File: src/rtl/vga_timing_gen.sv
// Parametrised VGA raster timing generator with pixel-clock enable.
// Optional colour-bar test pattern on `pixel` when VGA_TIMING_TESTPAT_EN is defined.
module vga_timing_gen #(
  parameter int H_ACTIVE = 640,
  parameter int H_FP     = 16,
  parameter int H_SYNC   = 96,
  parameter int H_BP     = 48,
  parameter int V_ACTIVE = 480,
  parameter int V_FP     = 10,
  parameter int V_SYNC   = 2,
  parameter int V_BP     = 33,
  parameter bit H_POL    = 1'b0,
  parameter bit V_POL    = 1'b0,
  parameter int CW       = 10
) (
  input  logic          clk,
  input  logic          rst_n,
  input  logic          pix_ce,
  output logic          hsync,
  output logic          vsync,
  output logic          de,
  output logic [CW-1:0] x,
  output logic [CW-1:0] y,
  output logic          line_start,
  output logic          frame_start,
  output logic [2:0]    pixel
);

  localparam int H_TOTAL = H_ACTIVE + H_FP + H_SYNC + H_BP;
  localparam int V_TOTAL = V_ACTIVE + V_FP + V_SYNC + V_BP;

  localparam logic [CW-1:0] HT_M1 = CW'(H_TOTAL - 1);
  localparam logic [CW-1:0] VT_M1 = CW'(V_TOTAL - 1);
  localparam logic [CW-1:0] HA    = CW'(H_ACTIVE);
  localparam logic [CW-1:0] VA    = CW'(V_ACTIVE);
  localparam logic [CW-1:0] HS0   = CW'(H_ACTIVE + H_FP);
  localparam logic [CW-1:0] HS1   = CW'(H_ACTIVE + H_FP + H_SYNC);
  localparam logic [CW-1:0] VS0   = CW'(V_ACTIVE + V_FP);
  localparam logic [CW-1:0] VS1   = CW'(V_ACTIVE + V_FP + V_SYNC);
  localparam logic [CW-1:0] ONE   = CW'(1);

  logic          x_wrap;
  logic [CW-1:0] x_nxt;
  logic [CW-1:0] y_nxt;
  logic          hs_nxt;
  logic          vs_nxt;
  logic          de_nxt;

  // Outputs are decoded from the next counter state so they line up with x/y.
  always_comb begin
    x_wrap = (x == HT_M1);
    x_nxt  = x_wrap ? '0 : x + ONE;
    y_nxt  = y;
    if (x_wrap)
      y_nxt = (y == VT_M1) ? '0 : y + ONE;
    hs_nxt = (x_nxt >= HS0) && (x_nxt < HS1);
    vs_nxt = (y_nxt >= VS0) && (y_nxt < VS1);
    de_nxt = (x_nxt < HA) && (y_nxt < VA);
  end

  always_ff @(posedge clk or negedge rst_n) begin
    if (!rst_n) begin
      x           <= HT_M1;
      y           <= VT_M1;
      hsync       <= ~H_POL;
      vsync       <= ~V_POL;
      de          <= 1'b0;
      line_start  <= 1'b0;
      frame_start <= 1'b0;
    end else if (pix_ce) begin
      x           <= x_nxt;
      y           <= y_nxt;
      hsync       <= hs_nxt ? H_POL : ~H_POL;
      vsync       <= vs_nxt ? V_POL : ~V_POL;
      de          <= de_nxt;
      line_start  <= (x_nxt == '0);
      frame_start <= (x_nxt == '0) && (y_nxt == '0);
    end else begin
      line_start  <= 1'b0;
      frame_start <= 1'b0;
    end
  end

`ifdef VGA_TIMING_TESTPAT_EN
  localparam int BW = H_ACTIVE / 8;
  localparam logic [CW-1:0] BW_M1 = CW'(BW - 1);

  logic [2:0]    bar;
  logic [2:0]    bar_nxt;
  logic [CW-1:0] bcnt;
  logic [CW-1:0] bcnt_nxt;

  // Bar 7 never advances, so it absorbs the H_ACTIVE % 8 remainder.
  always_comb begin
    bar_nxt  = bar;
    bcnt_nxt = bcnt + ONE;
    if (x_nxt == '0) begin
      bar_nxt  = 3'd0;
      bcnt_nxt = '0;
    end else if (bcnt == BW_M1 && bar != 3'd7) begin
      bar_nxt  = bar + 3'd1;
      bcnt_nxt = '0;
    end
  end

  always_ff @(posedge clk or negedge rst_n) begin
    if (!rst_n) begin
      bar   <= 3'd0;
      bcnt  <= '0;
      pixel <= 3'd0;
    end else if (pix_ce) begin
      bar   <= bar_nxt;
      bcnt  <= bcnt_nxt;
      pixel <= de_nxt ? bar_nxt : 3'd0;
    end
  end
`else
  assign pixel = 3'b000;
`endif

endmodule

File: config.mk
export PLATFORM = sky130hd
export DESIGN_NAME = vga_timing_gen
export DESIGN_NICKNAME = d
export VERILOG_FILES = /design/src/rtl/vga_timing_gen.sv
export SDC_FILE = /design/constraint.sdc
export NUM_CORES = 1
export LEC_CHECK = 0
export ABC_AREA = 1
export BUFFER_PORTS_ARGS = -buffer_cell sky130_fd_sc_hd__buf_2
export CAP_MARGIN = 10
export CORE_ASPECT_RATIO = 1.75
export CORE_MARGIN = 1.5
export CORE_UTILIZATION = 41
export CTS_BUF_LIST = sky130_fd_sc_hd__clkbuf_4 sky130_fd_sc_hd__clkbuf_8
export CTS_CLUSTER_DIAMETER = 150
export DETAILED_ROUTE_END_ITERATION = 8
export GPL_TIMING_DRIVEN = 0
export SLEW_MARGIN = 0
export SYNTH_ARGS = -nofsm -noshare
export SYNTH_HDL_FRONTEND = slang
export SYNTH_SLANG_ARGS = --single-unit
File: constraint.sdc
create_clock -name clk -period 1.8 [get_ports clk]
set_input_delay 0.09 -clock clk [delete_from_list [all_inputs] [get_ports clk]]
set_output_delay 0.09 -clock clk [all_outputs]
set_load 0.01 [all_outputs]
==> flow_metrics.env, run 1 <==
export IMPL_synth_area_top_cells="nand2_1 18%, dfrtp_1 17%, dfstp_2 17%"
export IMPL_critPathLaunchType="register"
export IMPL_synth_seq_cells=25
export IMPL_grt_usage=0.239
export IMPL_diodes=0
export IMPL_finalSetupTns_ps=-119
export IMPL_route_vias_total=1966
export IMPL_worst_hold_path_type="input pin to register"
export IMPL_violations="setup timing"
export IMPL_antenna_found_initial=0
export IMPL_syn_inst=279
export IMPL_fin_util=0.538
export IMPL_clkSinkCount=25
export IMPL_drv_cap=0
export IMPL_yosysMostFrequentCell="nand2_1"
export IMPL_wl_um=5350
export IMPL_fp_dieW_um=54.1
export IMPL_cp_arrival_ps=2070
export IMPL_cp_max_fo=4
export IMPL_tightest_slew_ps=584
export IMPL_fin_crit_ps=1860
export IMPL_fp_row_count=32
export IMPL_cp_end_kind="register"
export IMPL_finalSetupViolCount=3
export IMPL_status="finished with violations"
export IMPL_ir_worst_vdd_v=0.000839
export IMPL_worstSkewPairLatency_ps=270
export IMPL_maxSlewViolCount=0
export IMPL_power_mw=2.30
export IMPL_core_area_um2=4400
export IMPL_fin_area_um2=2370
export IMPL_antenna_left=0
export IMPL_htree_levels=1
export IMPL_clock_skew_ps=3.86
export IMPL_powerDensity_nw_per_um2=972
export IMPL_detailed_place_hpwl_um=3850
export IMPL_grt_overflow=0
export IMPL_fmax_ghz=0.537
export IMPL_vias_per_cell=5.17
export IMPL_tritoncts="done"
export IMPL_grt_start_max_net_pins=26
export IMPL_drc=0
export IMPL_hold_depth=3
export IMPL_async_reset_ff_frac=1.00
export IMPL_worstSetupPathType="register to register"
export IMPL_synth_flop_cell="dfrtp_1"
export IMPL_synth_top_area_cell="nand2_1"
export IMPL_root_buffer="clkbuf_8"
export IMPL_gp_congestion=0.913
export IMPL_ys_seq_area_frac=0.342
export IMPL_final_cells=380
export IMPL_synth_edf_count=0
export IMPL_grt_pass1_wl_um=8830
export IMPL_drt_iter0_drc=41
export IMPL_dr_pass1_iters=4
export IMPL_first_global_vias=1873
export IMPL_layout_drive_gt1_share=0.331
export IMPL_wl_per_cell_um=14.1
export IMPL_syn_to_final_growth_pct=26.5
export IMPL_num_io_pins=31
export IMPL_critPathRequiredTime_ps=2000
export IMPL_hold_viol_final=0
export IMPL_synthTopCellsByCount="89 x nand2_1, 34 x inv_1, 34 x nor2_1"
export IMPL_pre_cts_ws_ps=-265
export IMPL_synth_distinct_cells=30
export IMPL_synth_top_cell_area_share=0.178
export IMPL_whs_ps=248
export IMPL_p_leak_nw=1.18
export IMPL_start_util=0.425
export IMPL_dp_cells=358
export IMPL_cts_buffer_depth=2
export IMPL_placed_area_um2=2080
export IMPL_synth_avg_cell_area_um2=6.71
export IMPL_die_area_um2=5000
export IMPL_period_share=1.03
export IMPL_syn_area_um2=1870
export IMPL_cts_buffers=3
export IMPL_io_buffers=26
export IMPL_die_y_um=92.4
export IMPL_ff2ff_path_depth=9
export IMPL_yosys_warnings=0
export IMPL_rsz0062_at_grt="yes"
export IMPL_clk_pin_slew_worst_paths_ps=90
export IMPL_final_setup_worst_slack_ps=-62.9
export IMPL_nNetsFinal=337
export IMPL_slew_headroom=0.611
## worst max-delay path, stage by stage (launching register included)
cell and delay [ps]:
dfstp_2 570, ha_4 170, nand3_2 110, nor2_4 140
o21ai_1 90, o21ai_1 240, nand3_1 190, nor2_4 120
nand2_1 60, nor2_1 100
## layout by cell type (no fill, tap or decap), drive strengths merged
cell / synthesis / layout
o21ai: 24 / 24
dfstp: 12 / 12
o21bai: 1 / 1
clkinv: 1 / 2
nand4: 7 / 7
a21oi: 1 / 1
dlygate4sd3: 0 / 1
nand2: 92 / 92
nand3: 30 / 30
conb: 1 / 3
xor2: 1 / 1
dfrtp: 13 / 13
ha: 4 / 4
o211ai: 1 / 1
a21boi: 1 / 1
nor2: 43 / 43
o21a: 2 / 2
inv: 36 / 36
clkbuf: 4 / 7
buf: 5 / 48
## registers in the layout (all words and copies together), names as in the netlist
register and flops:
x 10, y 10, de 1, frame_start 1
hsync 1, line_start 1, vsync 1
## timing repair
item / 4_1_cts / 5_1_grt
endpoints found under the setup margin: 12 / 11
pin swaps: 12 / 18
gates cloned: 1 / 0
hold buffers: 1 / 0
gates resized for setup: 15 / 22
setup buffers: 9 / 8
hold endpoints to repair: 13 / 0
## final cells by class
| cell class | instances | area [um2] |
|---|---|---|
| Buffer | 8 | 48.8 |
| Clock buffer | 3 | 41.3 |
| Clock inverter | 1 | 5.00 |
| Fill cell | 459 | 2030 |
| Inverter | 37 | 139 |
| Multi-Input combinational cell | 210 | 1140 |
| Sequential cell | 25 | 641 |
| Tap cell | 51 | 63.8 |
| Timing Repair Buffer | 45 | 287 |
## routing by layer
| layer | wire length [um] | track usage | share of wire |
|---|---|---|---|
| met5 | 0 | 0 | 0 |
| met1 | 2060 | 0.265 | 0.39 |
| met4 | 274 | 0.133 | 0.051 |
| met2 | 2880 | 0.421 | 0.54 |
| met3 | 137 | 0.0226 | 0.026 |
## cells by family (layout without fill, tap and decap cells)
kind of cell	count (synthesis)	count (layout)	share of synthesized area
AND/OR/NAND/NOR	172	172	0.433
flip-flops	25	25	0.342
other	1	3	0.00200
buffers and inverters	46	94	0.103
AO/OA/AOI/OAI	30	30	0.0888
adder cells (fa/ha/maj)	4	4	0.0267
XOR/XNOR	1	1	0.00468
## worst paths after layout
path / startpoint / endpoint / slack [ps]
min: pix_ce / vsync / 250
max: x[1] / frame_start / -60
min in group asynchronous: rst_n / x[5] / 340
min reg2reg: vsync / vsync / 490
max reg2reg: x[1] / frame_start / -60
max in group asynchronous: rst_n / de / 1070
## where the power goes
part / leakage [nW] / internal [mW] / total [mW] / switching, mW
registers: 0.299 / 0.730 / 0.946 / 0.216
logic: 0.858 / 0.404 / 1.02 / 0.612
clock network: 0.0255 / 0.155 / 0.341 / 0.186
total: 1.18 / 1.29 / 2.30 / 1.01
No activity file was read; power rests on OpenSTA's default activity.
==> inputs of run 2 (changes only) <==
--- a/config.mk
+++ b/config.mk
@@ -5,7 +5,6 @@
 export SDC_FILE = /design/constraint.sdc
 export NUM_CORES = 1
 export LEC_CHECK = 0
-export ABC_AREA = 1
 export BUFFER_PORTS_ARGS = -buffer_cell sky130_fd_sc_hd__buf_2
 export CAP_MARGIN = 10
 export CORE_ASPECT_RATIO = 1.75
@@ -15,6 +14,7 @@
 export CTS_CLUSTER_DIAMETER = 150
 export DETAILED_ROUTE_END_ITERATION = 8
 export GPL_TIMING_DRIVEN = 0
+export HOLD_SLACK_MARGIN = 0.12
 export SLEW_MARGIN = 0
 export SYNTH_ARGS = -nofsm -noshare
 export SYNTH_HDL_FRONTEND = slang
==> run 2 against run 1 <==
  * The run still ends with setup timing left
  * Sequential share of layout area fell by 2.1 points
  * Synthesized cell count shrank 30%
  * Design area is 8.4% higher
  * Clock-buffer cell count is the same
  * Worst setup slack worse by 400 ps
==> flow_metrics.env, run 2 <==
export IMPL_core_area_um2=4150
export IMPL_cts_buffer_depth=2
export IMPL_worstSetupPathType="register to register"
export IMPL_drc=0
export IMPL_tightest_slew_ps=606
export IMPL_detailed_place_hpwl_um=3380
export IMPL_fin_crit_ps=2260
export IMPL_synth_compound_area_share=0.159
export IMPL_reg2reg_from="x[5]"
export IMPL_synth_seq_cells=25
export IMPL_fp_dieW_um=52.6
export IMPL_violations="setup timing"
export IMPL_powerDensity_nw_per_um2=947
export IMPL_grt_pass1_wl_um=8410
export IMPL_synthSimpleGateAreaFrac=0.256
export IMPL_finalSetupViolCount=19
export IMPL_yosys_warnings=0
export IMPL_r2r_end="frame_start"
export IMPL_syn_to_final_growth_pct=45.5
export IMPL_fin_util=0.619
export IMPL_hold_viol_final=0
export IMPL_critPathRequiredTime_ps=1990
export IMPL_endpoint="frame_start"
export IMPL_synth_top_family_by_area="simple AND/OR/NAND/NOR gates"
export IMPL_gp_congestion=0.881
export IMPL_tritoncts="done"
export IMPL_syn_inst=194
export IMPL_cp_max_fo=8
export IMPL_drt_iter0_drc=64
export IMPL_fillers=379
export IMPL_worstSkewPairLatency_ps=270
export IMPL_fin_area_um2=2570
export IMPL_clkSinkCount=25
export IMPL_ff2ff_path_depth=6
export IMPL_route_vias_total=1788
export IMPL_reg_top3="x (10), y (10)"
export IMPL_async_reset_ff_frac=1.00
export IMPL_multi_input_area_um2=1230
export IMPL_io_buffers=27
export IMPL_fp_row_count=31
export IMPL_synth_top_area_cell="dfrtp_1"
export IMPL_status="finished with violations"
export IMPL_fmax_ghz=0.442
export IMPL_critPathLaunchType="register"
export IMPL_most_common_layout_cells="30 x buf_2, 28 x buf_4, 17 x nand2_1"
export IMPL_synthMuxAreaShare=0.0297
export IMPL_htree_levels=1
export IMPL_die_area_um2=4730
export IMPL_synthTopCellsByCount="19 x nand2_1, 15 x nand3_1, 13 x dfrtp_1"
export IMPL_synth_avg_cell_area_um2=9.11
export IMPL_grt_overflow=0
export IMPL_rsz0062_at_grt="yes"
export IMPL_pre_cts_ws_ps=-795
export IMPL_dr_pass1_iters=4
export IMPL_slew_headroom=0.596
export IMPL_whs_ps=265
export IMPL_clk_pin_slew_worst_paths_ps=90
export IMPL_cp_arrival_ps=2450
export IMPL_rrSetupSlack_ps=-460
export IMPL_antenna_left=0
export IMPL_placed_area_um2=2050
export IMPL_synth_distinct_cells=55
export IMPL_wl_um=5440
export IMPL_final_common_cell="buf_2"
export IMPL_syn_area_um2=1770
export IMPL_die_y_um=89.8
export IMPL_synth_area_top_cells="dfrtp_1 18%, dfstp_2 18%, xnor2_1 5.9%"
export IMPL_synth_top_cell_area_share=0.184
export IMPL_num_io_pins=31
export IMPL_grt_start_max_net_pins=26
export IMPL_final_setup_worst_slack_ps=-461
export IMPL_start_util=0.426
export IMPL_seq_area_um2=641
export IMPL_period_share=1.26
export IMPL_synth_flop_cell="dfrtp_1"
export IMPL_antenna_found_initial=0
export IMPL_p_leak_nw=1.12
export IMPL_synth_fa_ha_area_frac=0.0340
export IMPL_dp_cells=272
export IMPL_grt_usage=0.234
export IMPL_synth_edf_count=0
export IMPL_ys_seq_area_frac=0.363
export IMPL_synth_xor_area_frac=0.0843
export IMPL_clock_skew_ps=2.81
export IMPL_finalSetupTns_ps=-4460
export IMPL_yosysMostFrequentCell="nand2_1"
export IMPL_root_buffer="clkbuf_8"
export IMPL_cp_end_kind="register"
export IMPL_layout_drive_gt1_share=0.486
export IMPL_worst_hold_path_type="input pin to register"
export IMPL_critPathLaunch="x[5]"
export IMPL_wl_per_cell_um=17.7
export IMPL_maxSlewViolCount=0
export IMPL_drv_cap=0
export IMPL_diodes=0
export IMPL_first_global_vias=1779
export IMPL_cts_buffers=3
export IMPL_final_cells=308
export IMPL_vias_per_cell=5.81
export IMPL_nNetsFinal=267
export IMPL_ir_worst_vdd_v=0.000805
export IMPL_power_mw=2.43
==> run 2: cell types whose count changed in the layout (fill, tap and decap cells not counted), sizes merged, moves of 6 or more <==
cell / delta
o21ai: -16
nand3: -15
inv: -31
xnor2: +12
buf: +26
nand2: -73
nor4: +7
nor2: -34
nor3: +6
==> run 2: cells by family (layout without fill, tap and decap cells) <==
kind of cell	count (synthesis)	in the layout
AND/OR/NAND/NOR	77	77
AO/OA/AOI/OAI	38	38
buffers and inverters	26	89
flip-flops	25	25
XOR/XNOR	17	17
adder cells (fa/ha/maj)	5	5
multiplexers	5	5
other	1	3
==> run 2: how the worst min path moves through the flow <==
stage               startpoint    endpoint  cells past startpoint
finish                  pix_ce  line_start                      4
detailed placement       rst_n        x[7]                      1
CTS                     pix_ce  line_start                      4
global placement         rst_n        x[7]                      1
global route            pix_ce  line_start                      4
floorplan                rst_n          de                      0
==> run 2: cell type report <==
class / count / area share
multi-input cells: 145 / 0.479
flip-flops and latches: 25 / 0.249
repair buffers: 65 / 0.182
plain buffers: 15 / 0.0404
well taps: 49 / 0.0239
clock buffers: 3 / 0.0161
inverters: 5 / 0.00730
clock inverters: 1 / 0.00195
==> run 2: metal layers <==
| layer | vias to the layer above | GRT usage | share of wire |
|---|---|---|---|
| li1 | 836 | - | - |
| met1 | 882 | 0.264 | 0.39 |
| met2 | 48 | 0.408 | 0.53 |
| met3 | 22 | 0.0166 | 0.022 |
| met4 | 0 | 0.132 | 0.058 |
| met5 | - | 0 | 0 |
==> run 2: what timing repair did <==
item / CTS / global route
setup endpoints to repair: 20 / 19
endpoints found under the hold margin: 13 / 0
gates resized for setup: 37 / 21
pin swaps: 10 / 10
hold buffers: 1 / 0
buffers inserted: 24 / 14
==> run 2: power breakdown <==
group,internal (mW),switching [mW],total [mW]
Combinational,0.590,0.671,1.26
Clock,0.155,0.193,0.349
Sequential,0.693,0.130,0.823
==> run 2: worst max-delay path, cell delays in order, from the launching register on <==
cell	delay, ps
dfrtp_1	390
buf_6	140
nor4b_4	350
a311oi_1	180
o41a_1	460
a2111oi_4	390
nor4bb_4	250
==> inputs of run 3 (changes only) <==
--- a/config.mk
+++ b/config.mk
@@ -8,7 +8,7 @@
 export BUFFER_PORTS_ARGS = -buffer_cell sky130_fd_sc_hd__buf_2
 export CAP_MARGIN = 10
 export CORE_ASPECT_RATIO = 1.75
-export CORE_MARGIN = 1.5
+export CORE_MARGIN = 5
 export CORE_UTILIZATION = 41
 export CTS_BUF_LIST = sky130_fd_sc_hd__clkbuf_4 sky130_fd_sc_hd__clkbuf_8
 export CTS_CLUSTER_DIAMETER = 150
==> run 3 against run 2 <==
  * The run still ends with setup timing left
  * Critical path depth grew 1
  * Largest power group unchanged
  * Design area grew 3.3%
  * Flip-flop and latch count is the same
==> flow_metrics.env, run 3 (synthesis results as in run 2) <==
export IMPL_first_global_vias=1829
export IMPL_grt_overflow=0
export IMPL_vias_per_cell=5.74
export IMPL_core_area_um2=4150
export IMPL_grt_start_max_net_pins=26
export IMPL_rsz0062_at_grt="yes"
export IMPL_num_io_pins=31
export IMPL_fin_crit_ps=2250
export IMPL_drv_cap=0
export IMPL_die_area_um2=5770
export IMPL_clock_skew_ps=5.49
export IMPL_fp_row_count=31
export IMPL_nNetsFinal=272
export IMPL_die_y_um=96.8
export IMPL_fmax_ghz=0.445
export IMPL_cts_buffer_depth=2
export IMPL_grt_usage=0.197
export IMPL_violations="setup timing"
export IMPL_start_util=0.426
export IMPL_cts_buffers=3
export IMPL_tritoncts="done"
export IMPL_layout_drive_gt1_share=0.523
export IMPL_wl_per_cell_um=17.8
export IMPL_drc=0
export IMPL_p_leak_nw=1.14
export IMPL_drt_iter0_drc=98
export IMPL_final_cells=313
export IMPL_antenna_found_initial=0
export IMPL_worstSetupPathType="register to register"
export IMPL_ir_worst_vdd_v=0.000731
export IMPL_placed_area_um2=2050
export IMPL_htree_levels=1
export IMPL_detailed_place_hpwl_um=3470
export IMPL_worst_hold_path_type="input pin to register"
export IMPL_status="finished with violations"
export IMPL_finalSetupViolCount=18
export IMPL_dr_pass1_iters=4
export IMPL_powerDensity_nw_per_um2=929
export IMPL_syn_to_final_growth_pct=50.3
export IMPL_root_buffer="clkbuf_8"
export IMPL_cp_max_fo=5
export IMPL_route_vias_total=1796
export IMPL_gp_congestion=0.845
export IMPL_maxSlewViolCount=0
export IMPL_reg_top3="x (10), y (10)"
export IMPL_final_setup_worst_slack_ps=-449
export IMPL_period_share=1.25
export IMPL_clk_pin_slew_worst_paths_ps=90
export IMPL_slowest_delay_ps=570
export IMPL_grt_pass1_wl_um=8930
export IMPL_cp_end_kind="register"
export IMPL_cp_arrival_ps=2430
export IMPL_dp_cells=272
export IMPL_slew_headroom=0.593
export IMPL_cp_cell_sequence="ha_4 -> and4_1 -> buf_6 -> nand3_4 -> a211o_1 -> a2111oi_4 -> nor4bb_2"
export IMPL_hold_viol_final=0
export IMPL_worstSkewPairLatency_ps=270
export IMPL_tightest_slew_ps=610
export IMPL_fp_dieW_um=59.6
export IMPL_critPathLaunchType="register"
export IMPL_io_buffers=27
export IMPL_slowest_stage="dfstp_2"
export IMPL_most_common_layout_cells="30 x buf_4, 28 x buf_2, 19 x buf_6"
export IMPL_fin_util=0.640
export IMPL_clkSinkCount=25
export IMPL_fin_area_um2=2660
export IMPL_final_common_cell="buf_4"
export IMPL_antenna_left=0
export IMPL_wl_um=5570
export IMPL_diodes=0
export IMPL_critPathRequiredTime_ps=1990
[run 3: area by class of cell]
class,instances,area (um2)
multi-input cells,145,1250
fillers,340,1500
flip-flops and latches,25,641
inverters,5,18.8
plain buffers,14,95.1
clock buffers,3,41.3
clock inverters,1,5.00
repair buffers,71,541
well taps,49,61.3
[run 3: routing by layer]
layer | share of wire | vias to the layer above | GRT usage
met3 | 0.039 | 16 | 0.0213
met5 | 0 | - | 0
met2 | 0.53 | 53 | 0.339
met4 | 0.050 | 0 | 0.104
met1 | 0.39 | 870 | 0.227
li1 | - | 857 | -
[run 3: worst max-delay path: cells and delay by family (launching register included)]
| family | cells | cell delay, ps |
|---|---|---|
| flip-flops | 1 | 570 |
| AND/OR/NAND/NOR | 3 | 540 |
| AO/OA/AOI/OAI | 2 | 730 |
| adder cells (fa/ha/maj) | 1 | 180 |
| buffers and inverters | 1 | 130 |
[run 3: worst paths after layout]
check                      cells after the start  slack, ps     endpoint   start
min                                            3        150   line_start  pix_ce
max reg2reg                                    7       -450  frame_start    x[1]
max in group asynchronous                      2       1080         y[4]   rst_n
min reg2reg                                    2        500        vsync   vsync
min in group asynchronous                      2        340         x[7]   rst_n
max                                            7       -450  frame_start    x[1]
[run 3: what timing repair did]
action                                  CTS  global route
hold endpoints to repair                 13             0
endpoints found under the setup margin   20            19
pin swaps                                18            16
hold buffers                              1             0
gates resized for setup                  48            26
buffers inserted                         27            22
[run 3: stage by stage]
stage	hold slack [ps]	setup slack, ps	power [mW]	setup TNS (ps)
floorplan	-206	-546	1.45	-3060
global route	144	-548	2.61	-6260
global placement	117	-764	1.69	-7590
finish	146	-449	2.47	-4440
CTS	140	-483	2.34	-4970
detailed placement	127	-773	1.69	-7840
[run 3: power by group]
group          total (mW)  internal (mW)  switching [mW]
Combinational        1.29          0.627           0.660
Sequential          0.836          0.694           0.142
Clock               0.344          0.155           0.188
